===== config.mk =====
export PLATFORM = sky130hd
export DESIGN_NAME = machine_seq_flat
export DESIGN_NICKNAME = d
export VERILOG_FILES = /design/src/rtl/machine_seq_if.sv /design/src/rtl/machine_seq.sv /design/src/flat_wrapper.sv
export SDC_FILE = /design/constraint.sdc
export NUM_CORES = 1
export LEC_CHECK = 0
export ABC_AREA = 1
export ABC_CLOCK_PERIOD_IN_PS = 2200
export CAP_MARGIN = 20
export CORE_MARGIN = 1.5
export CORE_UTILIZATION = 50
export CTS_CLUSTER_DIAMETER = 30
export DETAILED_ROUTE_END_ITERATION = 6
export PLACE_DENSITY = 0.83
export SLEW_MARGIN = 25
export SYNTH_ARGS = -nofsm -noshare
export SYNTH_HDL_FRONTEND = slang
export SYNTH_SLANG_ARGS = --single-unit

===== constraint.sdc =====
create_clock -name clk -period 2.2 [get_ports clk]
set_input_delay 0.44 -clock clk [delete_from_list [all_inputs] [get_ports clk]]
set_output_delay 0.44 -clock clk [all_outputs]
set_load 0.03 [all_outputs]

===== src/rtl/machine_seq_if.sv =====
// Control bundle between the enable controller/IR and the instruction-cycle sequencer.
// Carries the enable, opcode and zero flag in, and the PC/IR/ACC/memory/bus strobes and debug counter out.
// master = the controlling side (enable controller/datapath), slave = machine_seq.
interface machine_seq_if #(
  parameter int CNT_W = 16
);
  logic             ena;          // sequencer enable
  logic [2:0]       opcode;       // IR opcode field, valid from S2 onward
  logic             zero;         // accumulator == 0
  logic             inc_pc;       // increment PC
  logic             load_pc;      // load PC from IR address field
  logic             load_acc;     // load accumulator from ALU
  logic             load_ir;      // load one IR byte from data bus
  logic             rd;           // memory read strobe
  logic             wr;           // memory write strobe
  logic             datactl_ena;  // drive accumulator onto data bus
  logic             halt;         // CPU halted
  logic [CNT_W-1:0] retired;      // completed-instruction count

  modport master (
    output ena, opcode, zero,
    input  inc_pc, load_pc, load_acc, load_ir, rd, wr, datactl_ena, halt, retired
  );

  modport slave (
    input  ena, opcode, zero,
    output inc_pc, load_pc, load_acc, load_ir, rd, wr, datactl_ena, halt, retired
  );
endinterface


===== src/rtl/machine_seq.sv =====
// Instruction-cycle sequencer: steps S0..S7 per instruction and decodes opcode/zero into control strobes.
// Latency: strobes are combinational from the state register; one instruction takes exactly 8 cycles.
// Backpressure: none; ena=0 aborts to S0 (SHALT is held) and forces all strobes except halt low.
// Ports: clk, rst (sync, active-high); bus (machine_seq_if.slave): ena/opcode/zero in,
//        inc_pc/load_pc/load_acc/load_ir/rd/wr/datactl_ena/halt strobes and retired counter out.
module machine_seq #(
  parameter int CNT_W = 16
) (
  input  logic          clk,
  input  logic          rst,
  machine_seq_if.slave  bus
);

  typedef enum logic [3:0] {
    S0    = 4'd0,
    S1    = 4'd1,
    S2    = 4'd2,
    S3    = 4'd3,
    S4    = 4'd4,
    S5    = 4'd5,
    S6    = 4'd6,
    S7    = 4'd7,
    SHALT = 4'd8
  } state_t;

  localparam logic [2:0] OP_HLT = 3'b000;
  localparam logic [2:0] OP_SKZ = 3'b001;
  localparam logic [2:0] OP_ADD = 3'b010;
  localparam logic [2:0] OP_AND = 3'b011;
  localparam logic [2:0] OP_XOR = 3'b100;
  localparam logic [2:0] OP_LDA = 3'b101;
  localparam logic [2:0] OP_STO = 3'b110;
  localparam logic [2:0] OP_JMP = 3'b111;

  state_t           r_state;
  state_t           w_next;
  logic [CNT_W-1:0] r_retired;

  logic w_alu;
  logic w_hlt;
  logic w_skz;
  logic w_sto;
  logic w_jmp;

  assign w_alu = (bus.opcode == OP_ADD) || (bus.opcode == OP_AND) ||
                 (bus.opcode == OP_XOR) || (bus.opcode == OP_LDA);
  assign w_hlt = (bus.opcode == OP_HLT);
  assign w_skz = (bus.opcode == OP_SKZ);
  assign w_sto = (bus.opcode == OP_STO);
  assign w_jmp = (bus.opcode == OP_JMP);

  // State register and retired counter. Only a full S7->S0 step with ena
  // counts; an aborted instruction or HLT never reaches that edge.
  always_ff @(posedge clk) begin
    if (rst) begin
      r_state   <= S0;
      r_retired <= '0;
    end else begin
      r_state <= w_next;
      if ((r_state == S7) && bus.ena) begin
        r_retired <= r_retired + CNT_W'(1);
      end
    end
  end

  // Next state. SHALT is sticky irrespective of ena; anything else falls
  // back to S0 whenever ena drops.
  always_comb begin
    w_next = r_state;
    if (r_state == SHALT) begin
      w_next = SHALT;
    end else if (!bus.ena) begin
      w_next = S0;
    end else begin
      case (r_state)
        S0:      w_next = S1;
        S1:      w_next = S2;
        S2:      w_next = S3;
        S3:      w_next = w_hlt ? SHALT : S4;
        S4:      w_next = S5;
        S5:      w_next = S6;
        S6:      w_next = S7;
        S7:      w_next = S0;
        default: w_next = S0;
      endcase
    end
  end

  // Strobe decode. halt in SHALT is not gated by ena so it stays up until
  // reset; every other strobe requires ena.
  always_comb begin
    bus.inc_pc      = 1'b0;
    bus.load_pc     = 1'b0;
    bus.load_acc    = 1'b0;
    bus.load_ir     = 1'b0;
    bus.rd          = 1'b0;
    bus.wr          = 1'b0;
    bus.datactl_ena = 1'b0;
    bus.halt        = 1'b0;
    if (r_state == SHALT) begin
      bus.halt = 1'b1;
    end else if (bus.ena) begin
      case (r_state)
        S0: begin
          bus.rd      = 1'b1;
          bus.load_ir = 1'b1;
        end
        S1: begin
          bus.rd      = 1'b1;
          bus.load_ir = 1'b1;
          bus.inc_pc  = 1'b1;
        end
        S3: begin
          if (w_hlt) bus.halt   = 1'b1;
          else       bus.inc_pc = 1'b1;
        end
        S4: begin
          bus.load_pc     = w_jmp;
          bus.datactl_ena = w_sto;
          bus.rd          = w_alu;
        end
        S5: begin
          bus.rd          = w_alu;
          bus.load_acc    = w_alu;
          bus.load_pc     = w_jmp;
          bus.wr          = w_sto;
          bus.datactl_ena = w_sto;
          bus.inc_pc      = w_skz && bus.zero;
        end
        S6: begin
          bus.rd          = w_alu;
          bus.datactl_ena = w_sto;
        end
        S7: begin
          // Second increment of SKZ; together with S5 it skips a 2-byte instruction.
          bus.inc_pc = w_skz && bus.zero;
        end
        default: ;
      endcase
    end
  end

  assign bus.retired = r_retired;

endmodule


===== src/flat_wrapper.sv =====
// flat-port wrapper written by rule: the top's interface ports become plain ports
module machine_seq_flat 
#(
  parameter int CNT_W = 16
)
  (clk, rst, bus_ena, bus_opcode, bus_zero, bus_inc_pc, bus_load_pc, bus_load_acc, bus_load_ir, bus_rd, bus_wr, bus_datactl_ena, bus_halt, bus_retired);
  machine_seq_if #(.CNT_W(CNT_W)) bus_i ();
  input  logic clk;
  input  logic rst;
  input wire logic [$bits(bus_i.ena)-1:0] bus_ena;
  input wire logic [$bits(bus_i.opcode)-1:0] bus_opcode;
  input wire logic [$bits(bus_i.zero)-1:0] bus_zero;
  output wire logic [$bits(bus_i.inc_pc)-1:0] bus_inc_pc;
  output wire logic [$bits(bus_i.load_pc)-1:0] bus_load_pc;
  output wire logic [$bits(bus_i.load_acc)-1:0] bus_load_acc;
  output wire logic [$bits(bus_i.load_ir)-1:0] bus_load_ir;
  output wire logic [$bits(bus_i.rd)-1:0] bus_rd;
  output wire logic [$bits(bus_i.wr)-1:0] bus_wr;
  output wire logic [$bits(bus_i.datactl_ena)-1:0] bus_datactl_ena;
  output wire logic [$bits(bus_i.halt)-1:0] bus_halt;
  output wire logic [$bits(bus_i.retired)-1:0] bus_retired;
  assign bus_i.ena = bus_ena;
  assign bus_i.opcode = bus_opcode;
  assign bus_i.zero = bus_zero;
  assign bus_inc_pc = bus_i.inc_pc;
  assign bus_load_pc = bus_i.load_pc;
  assign bus_load_acc = bus_i.load_acc;
  assign bus_load_ir = bus_i.load_ir;
  assign bus_rd = bus_i.rd;
  assign bus_wr = bus_i.wr;
  assign bus_datactl_ena = bus_i.datactl_ena;
  assign bus_halt = bus_i.halt;
  assign bus_retired = bus_i.retired;
  machine_seq #(.CNT_W(CNT_W)) u_core (.clk(clk), .rst(rst), .bus(bus_i));
endmodule

==> run summary, run 1 <==
Clock Tree Buf Depth: 2
Status: finished clean
Clock insertion delay at the later pin of the skew report: 300 ps
Pint: 486.2 uW
GR Overflow Total: 0
Seq cells post-synth: 20
Worst Setup Start Kind: primary input
Sequential power share: 58.0%
Worst-Margin Slew: 418.8 ps
Width of the chip: 50.22 um
Relative slew margins: 72.05%
GPL Wtd Cong: 0.9189
TritonCTS Buffers: 3
Delay-heaviest family, CP: buffers and inverters
Period utilization: 94.98%
Crit path required time: 1760 ps
First-pass GRT wire length: 4291 um
LEAKAGE: 0.0005837 uW
Worst Path Max Fanout: 5
Final max-slew violation count: 0
CP Class: in -> out
Final nets: 211
Switching power total: 148.3 uW
Die ar.: 0.002522 mm2
Slowest cell on crit path: clkdlybuf4s50_1
Fmax: 478.6 MHz
Vias in the first global route: 1027
Register area share after synthesis: 35.91%
Syn Area/Cell: 6.597 um2
Wire length per cell: 11.32 um
Min Clock Period, post-route: 2090 ps
Initial antenna violation count: 0
Worst vdd ir: 0.4077 mV
Clock slew at reported path FFs: 110 ps
Largest net degree at the start of global routing: 15
Detail Route Antenna Nets: 0
Core Rows: 16
H-tree depth: 1
Placed instance area: 0.001425 mm2
Synth Cell Area: 0.001115 mm2
Post-Synthesis Cells: 169
Final Setup Violations: 0
Core area: 0.002022 mm2
Top-Level Pins: 31
Max-Cap Viols: 0
DR vias/cell: 5.087
Clock skew: 5.842 ps
Hold Path Class: reg -> reg
Initial DRC Count: 30
Core Util, Final: 72.77%
Hpwl dp: 2003 um
WL final: 2592 um
Power Density: 431.3 mW/mm2
Mapped Nets: 177
Setup_tns: 0 ps
CP max stage delay: 580 ps
Initial Utilization: 55.14%
# hold bufs at CTS: 0
DRT Pass-1 Iters: 4
Post-synth EDFFs: 0
CP cell instances: clkdlybuf4s50_1 > inv_1 > nor4_2 > buf_4
PortBufs: 30
Final instance area: 0.001471 mm2
Ant. Diodes: 0
Share of power burned in the clock network: 33.4%
Post-synth cell types: 26
Arrival @ worst endpoint: 1650 ps
Die height: 50.22 um
Net Sw Frac: 23.38%
Root Driver: clkbuf_4
Buf/Inv on CP: 3
DRC Markers: 0
Final hold vios: 0
Via count: 1165
Most used DFF post-synth: dfxtp_1
TritonCTS clock tree: yes
Crit end category: output pin
Layout cells sized above 1: 12.38%
Ys Warns: 0
Gr usage total: 21.94%
Async SR Flop Fraction: 0%
RSZ-0062 raised after global routing: false
CTS sink cnt: 20
Comb power frac: 8.6%
Area grow syn2layout: 31.99%
## final cells by class
cell class                 count  area, um2
multi-input combinational    121      618.1
fill                         161      550.5
sequential                    20      401.6
timing repair buffer          30      280.3
inverter                      27      101.3
clock buffer                   4      36.28
tap                           27      33.78
## state kept, by name, indices dropped and copies added (netlist names)
| signal | flops |
|---|---|
| u_core.r_state | 4 |
| u_core.bus.retired | 16 |
## metrics by stage
step | instances | setup WS [ps] | power, uW | hold WS (ps)
after floorplan | 169 | 159.9 | 402.9 | 490.5
after global placement | 225 | 140.4 | 426.7 | 471.3
after detailed placement | 225 | 78.64 | 428.6 | 477.0
after CTS | 229 | 74.21 | 634.5 | 494.5
after global routing | 229 | 15.77 | 654.8 | 538.7
final | 229 | 110.5 | 634.6 | 497.5
## logic make-up after synthesis
| family | after synthesis | share of synthesized area (%) |
|---|---|---|
| and+or+nand+nor | 95 | 41.19 |
| buffers and inverters | 28 | 9.427 |
| AOI/OAI and AO/OA | 25 | 12.34 |
| DFF | 20 | 35.91 |
| adders and majority gates | 1 | 1.122 |
## cells in the final DEF, fill, tap and decap left out
master / n
and3_1: 1
dfxtp_2: 1
nand3_4: 2
nor2_1: 31
nor2_8: 1
clkbuf_4: 3
inv_2: 1
nand2_2: 2
nor3b_1: 2
dfxtp_1: 19
clkinv_1: 1
nand3_1: 12
nand4_1: 2
nor3_1: 5
inv_1: 25
nor2_4: 1
o21bai_2: 1
o21ai_1: 6
ha_1: 1
o21ai_0: 4
nor2_2: 3
a31oi_1: 1
and2_1: 1
a21oi_1: 11
clkbuf_8: 1
buf_4: 8
a211oi_1: 2
nand2_1: 31
clkdlybuf4s50_1: 22
nor4_2: 1
## path summary, 6_finish.rpt
path                                                          from                                   to  slack, ps  cells past startpoint
worst max-delay path                                       bus_ena                         bus_load_acc        110                      4
worst min-delay path            u_core.bus.retired[4]$_SDFFE_PP0P_   u_core.bus.retired[4]$_SDFFE_PP0P_        500                      2
worst max register to register  u_core.bus.retired[1]$_SDFFE_PP0P_  u_core.bus.retired[14]$_SDFFE_PP0P_        720                      8
worst min register to register  u_core.bus.retired[4]$_SDFFE_PP0P_   u_core.bus.retired[4]$_SDFFE_PP0P_        500                      2
## synth_stat cells, drive strengths merged, types with 2 or more instances
cell type	number	share of area, %
inv	26	8.8
nand4	2	1.1
a211oi	2	1.3
nand3	14	8.5
a21oi	11	4.9
nor3b	2	1.3
o21ai	10	4.5
nor2	36	15
dfxtp	20	36
nor3	5	2.2
nand2	33	12
## tightest hold or removal path, stage by stage, from the launching register on
cell,delay (ps)
dfxtp_1,350
inv_1,60
a21oi_1,50
## power by group through the flow
stage / Sequential (uW) / Clock, uW / Combinational (uW)
5_1_grt: 368 / 227 / 59.2
3_3_place_gp: 375 / 0 / 51.2
4_1_cts: 368 / 214 / 53.1
6_report: 368 / 212 / 54.5
3_5_place_dp: 376 / 0 / 52.8
2_1_floorplan: 375 / 0 / 28.1
## what timing repair did
| item | in CTS | in global routing |
|---|---|---|
| endpoints found under the setup margin | 0 | 2 |
| setup buffers | 0 | 0 |
| resized for setup | 0 | 4 |
## metal layers
| layer | global-route usage [%] | wire length [um] | up-vias |
|---|---|---|---|
| li1 | - | - | 609 |
| met1 | 26.49 | 1158 | 513 |
| met2 | 39.47 | 1271 | 38 |
| met3 | 3.274 | 131 | 5 |
| met4 | 6.944 | 30 | 0 |
| met5 | 0 | 0 | - |
(Power assumes the default switching activity.)
==> run 2: changes to the inputs <==
--- a/config.mk
+++ b/config.mk
@@ -12,6 +12,7 @@
 export CORE_UTILIZATION = 50
 export CTS_CLUSTER_DIAMETER = 30
 export DETAILED_ROUTE_END_ITERATION = 6
+export MAX_ROUTING_LAYER = met4
 export PLACE_DENSITY = 0.83
 export SLEW_MARGIN = 25
 export SYNTH_ARGS = -nofsm -noshare
==> run 2 against run 1 <==
Combinational power about the same. Sequential share of layout area unchanged. Sequential power about the same. Via count unchanged. Die area unchanged. Total power up 0.17%. Worst setup slack better by 0.71 ps. Maximum frequency about the same. Sequential cell count unchanged. Clock power about the same. Largest cell class unchanged.
==> run summary, run 2 (synthesis gave the netlist of run 1 again) <==
Status: finished clean
Gr usage total: 22.54%
# Post-CTS Setup Buffers: 0
Final max-slew violation count: 0
Die ar.: 0.002522 mm2
Slowest cell on crit path: clkdlybuf4s50_1
H-tree depth: 1
LEAKAGE: 0.0005837 uW
Levels on crit path: 4
CP Class: in -> out
R2r endpoint: u_core.bus.retired[14]$_SDFFE_PP0P_
Hold_sp: u_core.bus.retired[4]$_SDFFE_PP0P_
Reg2Reg Depth: 8
Post-CTS sizing: 0
Most frequent cells in the layout: nand2_1, nor2_1, inv_1, clkdlybuf4s50_1, dfxtp_1
Final Setup Violations: 0
PortBufs: 30
Top-Level Pins: 31
Buf/Inv on CP: 3
Worst Path Max Fanout: 5
Pint: 486.3 uW
# hold bufs at CTS: 0
Setup_tns: 0 ps
DRT Pass-1 Iters: 4
CTS sink cnt: 20
Final nets: 211
Clock slew at reported path FFs: 110 ps
Initial antenna violation count: 0
Clock skew: 7.182 ps
Core area: 0.002022 mm2
Wire length per cell: 11.39 um
Relative slew margins: 72.09%
Share of power burned in the clock network: 33.5%
Clock Tree Buf Depth: 2
Initial Utilization: 55.14%
Switching power total: 149.4 uW
DR vias/cell: 5.087
Hold Path Class: reg -> reg
Area grow syn2layout: 31.99%
TritonCTS clock tree: yes
CP cell instances: clkdlybuf4s50_1 > inv_1 > nor4_2 > buf_4
DRC Markers: 0
FF-to-FF setup slack: 720 ps
Layout cells sized above 1: 12.38%
Max FFs per register: 16
Max-Cap Viols: 0
Net Sw Frac: 23.51%
Largest net degree at the start of global routing: 15
Final hold vios: 0
Detail Route Antenna Nets: 0
CP max stage delay: 580 ps
Worst Setup Start Kind: primary input
Min Clock Period, post-route: 2089 ps
Initial DRC Count: 30
WL final: 2608 um
Clock insertion delay at the later pin of the skew report: 300 ps
Core Rows: 16
Worst-Margin Slew: 418.2 ps
Die height: 50.22 um
Width of the chip: 50.22 um
Ant. Diodes: 0
RSZ-0062 raised after global routing: false
Filler cells: 161
Root Driver: clkbuf_4
Sequential power share: 57.9%
Critical Path Sink: bus_load_acc
GPL Wtd Cong: 0.9350
Via count: 1165
Delay-heaviest family, CP: buffers and inverters
Vias in the first global route: 1027
Hpwl dp: 2003 um
Core Util, Final: 72.77%
Reg-to-reg startpoint: u_core.bus.retired[1]$_SDFFE_PP0P_
Comb power frac: 8.6%
Crit end category: output pin
Fmax: 478.7 MHz
Worst vdd ir: 0.4074 mV
Crit. Startpoint: bus_ena
First-pass GRT wire length: 4298 um
Power Density: 432.0 mW/mm2
Period utilization: 94.95%
GR Overflow Total: 0
TritonCTS Buffers: 3
Crit path required time: 1760 ps
Total power: 635.7 uW
Arrival @ worst endpoint: 1650 ps
==> run 2: cell counts in the layout (fill, tap and decap cells not counted) <==
Identical to the previous run, type by type.
==> run 2: layout make-up <==
| cell class | count | area (um2) | area share [%] |
|---|---|---|---|
| Multi-Input combinational cell | 121 | 618.1 | 42.01 |
| Sequential cell | 20 | 401.6 | 27.30 |
| Timing Repair Buffer | 30 | 280.3 | 19.05 |
| Inverter | 27 | 101.3 | 6.888 |
| Clock buffer | 4 | 36.28 | 2.466 |
| Tap cell | 27 | 33.78 | 2.296 |
==> run 2: through the flow <==
step	std cells	setup WS, ps	area (um2)	hold slack, ps
final	229	111.2	1471	497.7
after global routing	229	15.77	1471	538.7
after CTS	229	74.21	1461	494.5
after detailed placement	225	78.64	1425	477.0
after global placement	225	140.4	1425	471.3
after floorplan	169	159.9	1115	490.5
==> run 2: worst register-to-register path, stage by stage (launching register included) <==
cell and delay [ps]:
dfxtp_1 400, ha_1 230, nand2_1 70, nor2_1 240
nand2_2 140, nor2_2 120, nand3_1 70, nand2_1 60
nor2_1 50
==> run 2: worst min-delay path by stage <==
stage	endpoint	slack, ps	cells after the start
floorplan	u_core.r_state[0]$_SDFF_PP0_	490	1
global placement	u_core.bus.retired[4]$_SDFFE_PP0P_	470	2
detailed placement	u_core.bus.retired[4]$_SDFFE_PP0P_	480	2
CTS	u_core.bus.retired[4]$_SDFFE_PP0P_	490	2
global route	u_core.bus.retired[4]$_SDFFE_PP0P_	540	2
finish	u_core.bus.retired[4]$_SDFFE_PP0P_	500	2
==> run 2: routing by layer <==
| layer | wire length [um] | share of wire (%) | track usage [%] |
|---|---|---|---|
| met3 | 120 | 4.6 | 2.679 |
| met4 | 31 | 1.2 | 6.944 |
| met1 | 1193 | 46 | 26.87 |
| met5 | 0 | 0 | - |
| met2 | 1263 | 48 | 39.47 |
==> run 2: power groups by stage <==
stage / clock network (uW) / registers (uW) / logic [uW]
2_1_floorplan: 0 / 375 / 28.1
3_3_place_gp: 0 / 375 / 51.2
3_5_place_dp: 0 / 376 / 52.8
4_1_cts: 214 / 368 / 53.1
5_1_grt: 227 / 368 / 59.2
6_report: 213 / 368 / 54.5
==> RTL edit, RTL diff (settings of run 2) <==
`CNT_W` is set to 16 in 3 places; all go to 20.
--- a/src/rtl/machine_seq_if.sv
+++ b/src/rtl/machine_seq_if.sv
@@ -2,7 +2,7 @@
 // Carries the enable, opcode and zero flag in, and the PC/IR/ACC/memory/bus strobes and debug counter out.
 // master = the controlling side (enable controller/datapath), slave = machine_seq.
 interface machine_seq_if #(
-  parameter int CNT_W = 16
+  parameter int CNT_W = 20
 );
   logic             ena;          // sequencer enable
   logic [2:0]       opcode;       // IR opcode field, valid from S2 onward
--- a/src/rtl/machine_seq.sv
+++ b/src/rtl/machine_seq.sv
@@ -4,7 +4,7 @@
 // Ports: clk, rst (sync, active-high); bus (machine_seq_if.slave): ena/opcode/zero in,
 //        inc_pc/load_pc/load_acc/load_ir/rd/wr/datactl_ena/halt strobes and retired counter out.
 module machine_seq #(
-  parameter int CNT_W = 16
+  parameter int CNT_W = 20
 ) (
   input  logic          clk,
   input  logic          rst,
--- a/src/flat_wrapper.sv
+++ b/src/flat_wrapper.sv
@@ -1,7 +1,7 @@
 // flat-port wrapper written by rule: the top's interface ports become plain ports
 module machine_seq_flat 
 #(
-  parameter int CNT_W = 16
+  parameter int CNT_W = 20
 )
   (clk, rst, bus_ena, bus_opcode, bus_zero, bus_inc_pc, bus_load_pc, bus_load_acc, bus_load_ir, bus_rd, bus_wr, bus_datactl_ena, bus_halt, bus_retired);
   machine_seq_if #(.CNT_W(CNT_W)) bus_i ();
Ports: changed (resized bus_retired); port bits go from 31 to 35. The function was not compared with the original's and may differ.
==> RTL edit against run 2 <==
Sequential cell count grew 4; count of clock-buffer cells in the layout did not move; total power rose by 16%; non-clock buffer count grew 6; register-to-register slack barely moved; cell area rose by 21%; routed wire length is 17% higher; die area is 23% higher; synthesized area up 24%; hold slack improved by 0.014 ns; setup slack better by 0.036 ns; cell count is 24% higher; critical endpoint is now bus_inc_pc.
==> RTL edit: results (changes against run 2) <==
==============================================================================
Slowest cell delay on critical path                                    0.46 ns   -0.12 ns
Worst Skew                                                          0.00170 ns   -0.00548 ns
Pin count of the biggest net entering global routing                        14   -1
Sw frac                                                                  24.1%   +0.55 points
Total leakage power                                                   0.715 nW   +22%
Worst-path fanout max                                                        3   -2
Dpl ws                                                                0.123 ns   +0.0448 ns
Detailed Route WL                                                      3.05 mm   +17%
Synthesized net count                                                      225   +27%
Synth area leaders                                                sky130_fd_sc_hd__dfxtp_1 (35%), sky130_fd_sc_hd__nor2_1 (14%), sky130_fd_sc_hd__nand2_1 (12%)
Critical path destination                                           bus_inc_pc
Worst setup path start                                            bus_opcode[1]
Number of I/O port buffers                                                  34   +13%
Arrival time of data at the critical path endpoint                     1.61 ns   -0.04 ns
Transition time at the pin with the least slew margin                 0.396 ns   -0.0224 ns
Post-placement cell area                                           0.00174 mm²   +22%
1st-iter DRT viols                                                          73   +140%
Library cells used by synthesis                                             22   -15%
Maximum ir drop on the vdd rail                                       0.311 mV   -24%
Count of nets after finishing                                              263   +25%
Wire length of the first global-routing pass                           5.18 mm   +21%
Vias in the first global route                                           1,208   +18%
Fillers                                                                    224   +39%
Final weighted congestion in routability-driven placement                0.870   -6.9%
Flip-flop count of the largest register after layout                        20   +4
Estimated wirelength of the detail-placed design                       2.35 mm   +17%
Synth cell count leaders                                          sky130_fd_sc_hd__nor2_1 (50), sky130_fd_sc_hd__nand2_1 (46), sky130_fd_sc_hd__inv_1 (32)
Status                                                            finished clean
Hold-critical path depth                                                     1   -1
Capture instance of the worst register-to-register path           u_core.bus.retired[18]
Insertion delay of the later-clocked pin in the worst-skew pair        0.33 ns   +0.03 ns
Fraction of final layout cells sized beyond drive strength 1             10.2%   -2.1 points
Total GRT Usage                                                          21.2%   -1.3 points
==============================================================================
[RTL edit: cell types whose count changed after synthesis, sizes merged, moves of 3 or more]
cell	run 2	this run
nand2	33	47
o21ai	10	5
nor3	5	9
nor2	36	54
a21oi	11	8
dfxtp	20	24
inv	26	33
xor2	0	4
nand4	2	8
[RTL edit: cell families after synthesis]
logic type | Yosys count | share of synthesized area, %
buffers and inverters | 36 | 10.4
AOI/OAI and AO/OA | 17 | 6.69
xor gates and xnor gates | 5 | 3.16
DFF | 24 | 34.7
and+or+nand+nor | 134 | 44.1
adders and majority gates | 1 | 0.904
[RTL edit: area by class of cell]
class,count,area [µm²],share of cell area [%]
Clock buffer,4,36.3,2.04
Inverter,33,124,6.96
Multi-Input combinational cell,157,764,43.0
Sequential cell,24,482,27.1
Tap cell,30,37.5,2.11
Timing Repair Buffer,36,335,18.8
[RTL edit: timing repair]
action,in CTS,in global routing
resized for setup,0,3
setup endpoints to repair,0,2
hold endpoints to repair,0,0
[RTL edit: per-layer routing]
layer	global-route usage [%]	vias to the layer above	part of all wire, %
li1	-	760	-
met3	4.88	4	4.4
met1	30.0	614	53
met5	-	-	0
met4	5.23	0	0.89
met2	30.6	28	41
[RTL edit: through the flow]
| step | std cells | util (%) |
|---|---|---|
| 4_1_cts | 284 | 69.7 |
| 5_1_grt | 284 | 69.9 |
| 3_3_place_gp | 280 | 68.2 |
| 6_report | 284 | 69.9 |
| 2_1_floorplan | 217 | - |
| 3_5_place_dp | 280 | 68.2 |
[RTL edit: power groups by stage]
stage	logic, W	registers, W	clock network, W
floorplan	0.0000314	0.000448	0
global placement	0.0000562	0.000448	0
detailed placement	0.0000568	0.000448	0
CTS	0.0000572	0.000439	0.000244
global route	0.0000645	0.000439	0.000264
finish	0.0000583	0.000439	0.000242
